$ cat config.mk
export PLATFORM = sky130hd
export DESIGN_NAME = otp_stream_cipher
export DESIGN_NICKNAME = d
export VERILOG_FILES = /design/src/rtl/otp_pkg.sv /design/src/rtl/otp_lfsr.sv /design/src/rtl/otp_stream_cipher.sv
export SDC_FILE = /design/constraint.sdc
export NUM_CORES = 1
export LEC_CHECK = 0
export CAP_MARGIN = 20
export CORE_UTILIZATION = 35
export CTS_CLUSTER_SIZE = 40
export DETAILED_ROUTE_END_ITERATION = 10
export GPL_ROUTABILITY_DRIVEN = 0
export MAX_ROUTING_LAYER = met4
export PLACE_DENSITY = 0.71
export RECOVER_POWER = 100
export SETUP_SLACK_MARGIN = 0.5
export SLEW_MARGIN = 5
export SYNTH_ARGS = -nofsm -noshare
export SYNTH_HDL_FRONTEND = slang
export SYNTH_HIERARCHICAL = 1
export SYNTH_SLANG_ARGS = --single-unit
$ cat constraint.sdc
create_clock -name clk -period 3.34 [get_ports clk]
set_input_delay 0.835 -clock clk [delete_from_list [all_inputs] [get_ports clk]]
set_output_delay 0.835 -clock clk [all_outputs]
set_load 0.01 [all_outputs]
$ cat src/rtl/otp_pkg.sv
// Shared definitions for the one-time-pad stream cipher.
//   otp_state_e  : pad state (IDLE = no valid pad, RUN, EXHAUSTED)
//   DEFAULT_POLY : default 32-bit Galois LFSR feedback mask
//   lfsr_step    : one Galois LFSR step. It works on a 64-bit container, so
//                  the word width is limited to 64 bits. Narrower callers
//                  zero-extend the inputs and truncate the result. The zero
//                  upper bits shift down harmlessly.
package otp_pkg;

    typedef enum logic [1:0] {
        IDLE      = 2'd0,
        RUN       = 2'd1,
        EXHAUSTED = 2'd2
    } otp_state_e;

    localparam logic [31:0] DEFAULT_POLY = 32'h80200003;

    function automatic logic [63:0] lfsr_step(input logic [63:0] cur,
                                              input logic [63:0] poly);
        return cur[0] ? ((cur >> 1) ^ poly) : (cur >> 1);
    endfunction

endpackage

$ cat src/rtl/otp_lfsr.sv
// Galois LFSR keystream generator.
//   clk, reset : clock, synchronous active-high reset (clears state)
//   load, seed : load seed into the register. A zero seed clears the register.
//   step       : advance one LFSR step (ignored while load is high)
//   state      : current keystream word
module otp_lfsr
    import otp_pkg::*;
#(
    parameter int                DATA_W = 32,
    parameter logic [DATA_W-1:0] POLY   = DATA_W'(DEFAULT_POLY)
) (
    input  logic              clk,
    input  logic              reset,
    input  logic              load,
    input  logic [DATA_W-1:0] seed,
    input  logic              step,
    output logic [DATA_W-1:0] state
);

    always_ff @(posedge clk) begin
        if (reset)
            state <= '0;
        else if (load)
            state <= seed;
        else if (step)
            state <= DATA_W'(lfsr_step(64'(state), 64'(POLY)));
    end

endmodule

$ cat src/rtl/otp_stream_cipher.sv
// One-time-pad stream cipher: out_data = in_data XOR keystream word.
// Each seed yields MAX_WORDS keystream words. After that, the block refuses
// input until it is reseeded, so a pad is never reused. Encryption and
// decryption are the same operation.
// Ports:
//   clk, reset              : clock, synchronous active-high reset
//   seed_load, seed_in      : load a new pad. A zero seed is rejected with a
//                             one-cycle seed_err pulse.
//   in_valid/in_ready/in_data    : input word handshake
//   out_valid/out_ready/out_data : output word handshake (registered, latency 1)
//   key_exhausted           : pad used up, waiting for a reseed
//   word_count              : words consumed from the current pad, present
//                             only when OTP_STREAM_CIPHER_COUNT_EN is defined
module otp_stream_cipher
    import otp_pkg::*;
#(
    parameter int                DATA_W    = 32,
    parameter logic [DATA_W-1:0] POLY      = DATA_W'(DEFAULT_POLY),
    parameter int                MAX_WORDS = 16
) (
    input  logic              clk,
    input  logic              reset,
    input  logic              seed_load,
    input  logic [DATA_W-1:0] seed_in,
    input  logic              in_valid,
    output logic              in_ready,
    input  logic [DATA_W-1:0] in_data,
    output logic              out_valid,
    input  logic              out_ready,
    output logic [DATA_W-1:0] out_data,
    output logic              key_exhausted,
    output logic              seed_err
`ifdef OTP_STREAM_CIPHER_COUNT_EN
    ,
    output logic [$clog2(MAX_WORDS+1)-1:0] word_count
`endif
);

    localparam int CNT_W = $clog2(MAX_WORDS + 1);

    otp_state_e        state, state_nx;
    logic [CNT_W-1:0]  count;
    logic [DATA_W-1:0] lfsr;
    logic              in_xfer, out_xfer, last_word, seed_zero;

    assign seed_zero = (seed_in == '0);

    // A reseed cycle never accepts input. A held output blocks new input
    // unless the output is being drained in the same cycle.
    assign in_ready  = (state == RUN) && !seed_load && (!out_valid || out_ready);
    assign in_xfer   = in_valid && in_ready;
    assign out_xfer  = out_valid && out_ready;
    assign last_word = (count == CNT_W'(MAX_WORDS - 1));

    assign key_exhausted = (state == EXHAUSTED);

    otp_lfsr #(.DATA_W(DATA_W), .POLY(POLY)) u_lfsr (
        .clk   (clk),
        .reset (reset),
        .load  (seed_load),
        .seed  (seed_in),
        .step  (in_xfer),
        .state (lfsr)
    );

    always_comb begin
        state_nx = state;
        if (seed_load)
            state_nx = seed_zero ? IDLE : RUN;
        else if (in_xfer && last_word)
            state_nx = EXHAUSTED;
    end

    always_ff @(posedge clk) begin
        if (reset)
            state <= IDLE;
        else
            state <= state_nx;
    end

    always_ff @(posedge clk) begin
        if (reset) begin
            count     <= '0;
            out_valid <= 1'b0;
            out_data  <= '0;
            seed_err  <= 1'b0;
        end else begin
            seed_err <= seed_load && seed_zero;
            if (seed_load) begin
                // A new pad drops any word still waiting at the output.
                count     <= '0;
                out_valid <= 1'b0;
            end else if (in_xfer) begin
                count     <= count + CNT_W'(1);
                out_valid <= 1'b1;
                out_data  <= in_data ^ lfsr;
            end else if (out_xfer) begin
                out_valid <= 1'b0;
            end
        end
    end

`ifdef OTP_STREAM_CIPHER_COUNT_EN
    assign word_count = count;
`endif

endmodule

==> results of run 1 <==
==> how the worst max path moves through the flow <==
| stage | startpoint | endpoint | cells after the start |
|---|---|---|---|
| floorplan | out_ready | u_lfsr/state[21] | 7 |
| global placement | out_ready | in_ready | 4 |
| detailed placement | out_ready | in_ready | 4 |
| CTS | out_ready | in_ready | 4 |
| global route | out_ready | u_lfsr/state[27] | 7 |
| finish | out_ready | in_ready | 4 |
==> per-stage QoR <==
step                      cells  utilization [%]  setup slack (ns)  power, mW  area (um^2)
after detailed placement    558             47.3             0.360       1.33         4690
after CTS                   574             48.9             0.583       1.91         4840
after floorplan             343                -              1.10       1.17         3620
after global placement      558             47.3             0.389       1.32         4690
after global routing        574             48.1             0.295       1.97         4760
final                       574             48.1             0.487       1.87         4760
==> state kept, by name (all words and copies together) (netlist names) <==
| signal | cells |
|---|---|
| seed_err | 1 |
| out_valid | 1 |
| u_lfsr/state | 32 |
| out_data | 32 |
| count | 5 |
| state | 2 |
==> power groups by stage <==
stage	clock network [mW]	logic, mW	registers [mW]
5_1_grt	0.641	0.366	0.962
2_1_floorplan	0	0.199	0.976
6_report	0.579	0.334	0.956
4_1_cts	0.601	0.354	0.957
3_3_place_gp	0	0.346	0.976
3_5_place_dp	0	0.353	0.977
==> final cells by class <==
class / instances / area (um^2)
Clock inverter: 4 / 20.0
Multi-Input combinational cell: 238 / 1870
Sequential cell: 73 / 1460
Inverter: 5 / 23.8
Fill cell: 953 / 5140
Tap cell: 133 / 166
Clock buffer: 12 / 135
Timing Repair Buffer: 109 / 1080
==> routing by layer <==
metal | up-vias | track usage, % | wire, um | share of wire [%]
met3 | 11 | 3.78 | 393 | 4.8
met1 | 1293 | 20.8 | 3930 | 48
li1 | 1414 | - | - | -
met2 | 84 | 25.4 | 3780 | 46
met5 | - | - | 0 | 0
met4 | 0 | 6.31 | 98 | 1.2
==> kinds of logic (layout without fill, tap and decap cells) <==
family                   Yosys count  count (layout)  synth area share (%)
AO/OA/AOI/OAI                     74              74                  21.1
XOR/XNOR                          35              35                  8.48
adder cells (fa/ha/maj)            2               2                 0.692
buffers and inverters             32             130                  6.09
flip-flops                        73              73                  40.4
multiplexers                      29              29                  8.03
AND/OR/NAND/NOR                   98              98                  15.2
==> cells in the final DEF, fill, tap and decap left out, types with 2 or more instances in the layout <==
cell type,count
ha_1,2
clkinv_2,4
or4b_1,2
a21oi_1,5
clkdlybuf4s50_1,65
a211oi_1,30
nor2_1,39
buf_4,4
nand4_1,3
inv_1,3
mux2i_1,29
clkbuf_1,3
xnor2_1,35
nand2_1,5
nor2b_1,28
a211oi_2,33
clkbuf_8,9
nor4_1,7
o221ai_1,2
dfxtp_1,73
dlygate4sd3_1,37
or3_1,2
==> repair_timing <==
item | CTS | global route
buffers inserted | 0 | 0
resized for setup | 1 | 0
setup endpoints to repair | 1 | 0
==> worst max-delay path, delay by kind of cell <==
kind | cells | cell delay, ns
buf+inv | 2 | 0.81
simple gates | 2 | 0.38
==> out/qor.csv, run 1 <==
metric,value,unit
status,"finished, final reports clean",
Pleak,1.63,nW
Worst Hold Class,reg2reg,
Vias/cell,4.88,
Synth Instances,343,
diode count,0,
Ports,105,
Final Skew,0.0131,ns
clock power share,31.0,%
minimum clock period,2.85,ns
Synth Area per Inst,10.5,um^2
fin nets,507,
Die Y,104,um
Post-DP HPWL,5780,um
Int Power,1.37,mW
WHS Path Cells,2,
initial antenna violation count,0,
First DRT Iteration DRCs,59,
Core Box Area,9910,um^2
H-tree depth,3,
clk buf depth,2,
Worst Hold Launch,count[1],
main flop type after synthesis,dfxtp_1,
fmax,350,MHz
port buffer count,104,
total of max-cap violations,0,
CP Class,in2out,
Seq pwr share,51.1,%
"critical path fanouts, max",3,
reg2reg end,u_lfsr/state[27],
crit path capture type,output port,
DRC violations left,0,
worst vdd ir,0.179,mV
Worst R2R Setup Slack,1.16,ns
Seq cells post-synth,73,
reg2reg path depth,6,
"slowest stage delay, CP",0.53,ns
CP max-delay cell,dlygate4sd3_1,
CP arrival,2.02,ns
wire per inst,14.3,um
Worst setup SP type,input pin,
Die X,104,um
global route total overflow,0,
total die area,10700,um^2
worst slew pin tran,0.632,ns
cell with the most instances after synthesis,dfxtp_1,
Tot GR Track Use,16.4,%
final hold slack,0.482,ns
Yosys top cell by area,dfxtp_1,
post-route clock period utilization,85.4,%
Initial Utilization,36.5,%
"Net Count, Synth",414,
area delta synth->final,31.8,%
RR Startpoint,state[0],
post-synthesis sequential area ratio,40.4,%
TritonCTS clock tree,done,
Setup TNS,0,ns
Ys Warns,6,
clk sinks,73,
drt first pass iters,4,
CTS root buffer,clkbuf_8,
Unique masters post-synth,39,
Sw Ratio,26.6,%
CP required,2.50,ns
vias,2802,
share of layout cells above drive strength 1,14.1,%
Synth area leaders,"dfxtp_1, a211oi_2, xnor2_1, mux2i_1, nor2b_1",
clock latency on the worst-skew pair,0.35,ns
Logic pwr share,17.9,%
Final setup viols,0,
Hold EP,count[1],
slew margin rel.,57.9,%
Psw,498,uW
Fin. Hold Viols,0,
Total Wirelength,8200,um
number of global-route vias before repair,2822,
hold_buf cts,0,
first-pass GRT wire length,13800,um
"Slew Viols, Final",0,
cells along the critical path,dlygate4sd3_1 > nand2b_2 > and3_2 > dlygate4sd2_1,
Clock transition at path regs,0.08,ns
Rows,36,
"FFs w/ async S/R, synth",0,%
Post-synth EDFFs,0,
pwr dens,392,nW/um^2
Post-synth top cells,"dfxtp_1, a211oi_2, nor2_1",
RSZ-0062 raised after global routing,false,
pin count of the biggest net entering global routing,50,
Mapped Area,3620,um^2
Routed Antenna Nets,0,
share of the synthesized area in the top cell type,40.4,%
cts bufs inserted,9,
No activity file was read; power rests on OpenSTA's default activity.
==> run 2: changes to the inputs <==
--- a/config.mk
+++ b/config.mk
@@ -6,13 +6,12 @@
 export NUM_CORES = 1
 export LEC_CHECK = 0
 export CAP_MARGIN = 20
-export CORE_UTILIZATION = 35
-export CTS_CLUSTER_SIZE = 40
+export CORE_UTILIZATION = 51
 export DETAILED_ROUTE_END_ITERATION = 10
 export GPL_ROUTABILITY_DRIVEN = 0
 export MAX_ROUTING_LAYER = met4
-export PLACE_DENSITY = 0.71
-export RECOVER_POWER = 100
+export PLACE_DENSITY = 0.94
+export RECOVER_POWER = 25
 export SETUP_SLACK_MARGIN = 0.5
 export SLEW_MARGIN = 5
 export SYNTH_ARGS = -nofsm -noshare
==> run 2 against run 1 <==
Maximum frequency grew 0.26%. Final cell count fell by 6.6%. Count of clock-buffer cells in the layout shrank 1. Die area fell by 31%. Non-clock buffer count decreased by 1. Critical path type unchanged. Highest routed layer unchanged.
==> out/qor.csv, run 2 (synthesized netlist as in run 1, its figures left out) <==
metric,value,unit
Total Wirelength,8260,um
diode count,0,
minimum clock period,2.85,ns
DRC violations left,0,
Core Box Area,6830,um^2
biggest regs,"out_data (32), u_lfsr/state (32), count (5)",
"critical path fanouts, max",3,
wire per inst,15.4,um
clk buf depth,2,
post-CTS setup buffers,0,
H-tree depth,3,
clk sinks,73,
Setup TNS,0,ns
clock latency on the worst-skew pair,0.36,ns
area delta synth->final,34.2,%
drt first pass iters,4,
Finished Layout Cells,536,
hold_buf cts,0,
Power Total,2.16,mW
CP required,2.50,ns
First DRT Iteration DRCs,115,
CP arrival,2.01,ns
RSZ-0062 raised after global routing,false,
CP Class,in2out,
cts bufs inserted,9,
vias,2852,
Fin. Hold Viols,0,
"most common cell after layout, fill and taps aside",clkdlybuf4s50_1,
slew margin rel.,52.8,%
number of global-route vias before repair,2848,
Ports,105,
post-cts resize count,1,
CTS root buffer,clkbuf_8,
"commonest cells after routing, fill and taps aside","clkdlybuf4s50_1, dfxtp_1, nor2_1, a211oi_2, xnor2_1",
Worst Hold Class,reg2reg,
Worst setup SP type,input pin,
pwr dens,444,nW/um^2
status,"finished, final reports clean",
Tot GR Track Use,24.0,%
TritonCTS clock tree,done,
Post-DP HPWL,5710,um
Initial Utilization,52.9,%
DP Cell Count,520,
port buffer count,104,
Vias/cell,5.32,
Final Skew,0.00993,ns
Final setup viols,0,
share of layout cells above drive strength 1,15.9,%
post-route clock period utilization,85.2,%
Pleak,1.60,nW
global route total overflow,0,
Routed Antenna Nets,0,
total of max-cap violations,0,
crit path capture type,output port,
fmax,351,MHz
Rows,30,
pin count of the biggest net entering global routing,54,
Die Y,86.2,um
Clock transition at path regs,0.08,ns
fin nets,506,
initial antenna violation count,0,
worst vdd ir,0.250,mV
Die X,86.2,um
first-pass GRT wire length,13400,um
worst slew pin tran,0.709,ns
total die area,7430,um^2
"Slew Viols, Final",0,
run 2: changes by cell type in the layout (fill, tap and decap cells not counted), moves of 2 or more:
cell / before / now
dlygate4sd3_1: 37 / 14
a211oi_1: 30 / 24
clkdlybuf4s50_1: 65 / 88
clkbuf_1: 3 / 1
a211oi_2: 33 / 39
clkinv_2: 4 / 1
bufinv_16: 0 / 3
run 2: report_power, final:
part | switching [mW] | internal [mW]
Sequential | 0.0398 | 0.917
Combinational | 0.151 | 0.195
Clock | 0.337 | 0.516
Total | 0.528 | 1.63
run 2: worst paths after layout:
| path | startpoint | end | slack [ns] | cells past startpoint |
|---|---|---|---|---|
| max | out_ready | in_ready | 0.49 | 4 |
| min | count[1] | count[1] | 0.50 | 2 |
| max reg2reg | state[0] | u_lfsr/state[19] | 1.41 | 6 |
| min reg2reg | count[1] | count[1] | 0.50 | 2 |
run 2: cell type report:
| class | instances | area [um^2] |
|---|---|---|
| inverter | 5 | 23.8 |
| tap | 96 | 120 |
| multi-input combinational | 238 | 1910 |
| timing repair buffer | 108 | 1090 |
| clock buffer | 11 | 141 |
| fill | 553 | 1980 |
| sequential | 73 | 1460 |
| clock inverter | 5 | 103 |
run 2: through the flow:
step	util [%]	setup slack [ns]	cell area, um^2	hold WS, ns
3_3_place_gp	67.8	0.389	4630	0.466
5_1_grt	71.0	0.450	4850	0.523
6_report	71.0	0.494	4850	0.496
2_1_floorplan	-	1.10	3620	0.454
4_1_cts	71.4	0.599	4880	0.496
3_5_place_dp	67.8	0.372	4630	0.487
run 2: critical path, stage by stage:
cell           delay (ns)
dlygate4sd3_1        0.52
nand2b_2             0.19
and3_2               0.19
dlygate4sd2_1        0.28
run 2: layer usage:
metal	GRT usage (%)	part of all wire [%]
met5	-	0
met4	10.0	1.6
met3	3.90	3.8
met2	39.0	49
met1	29.7	45
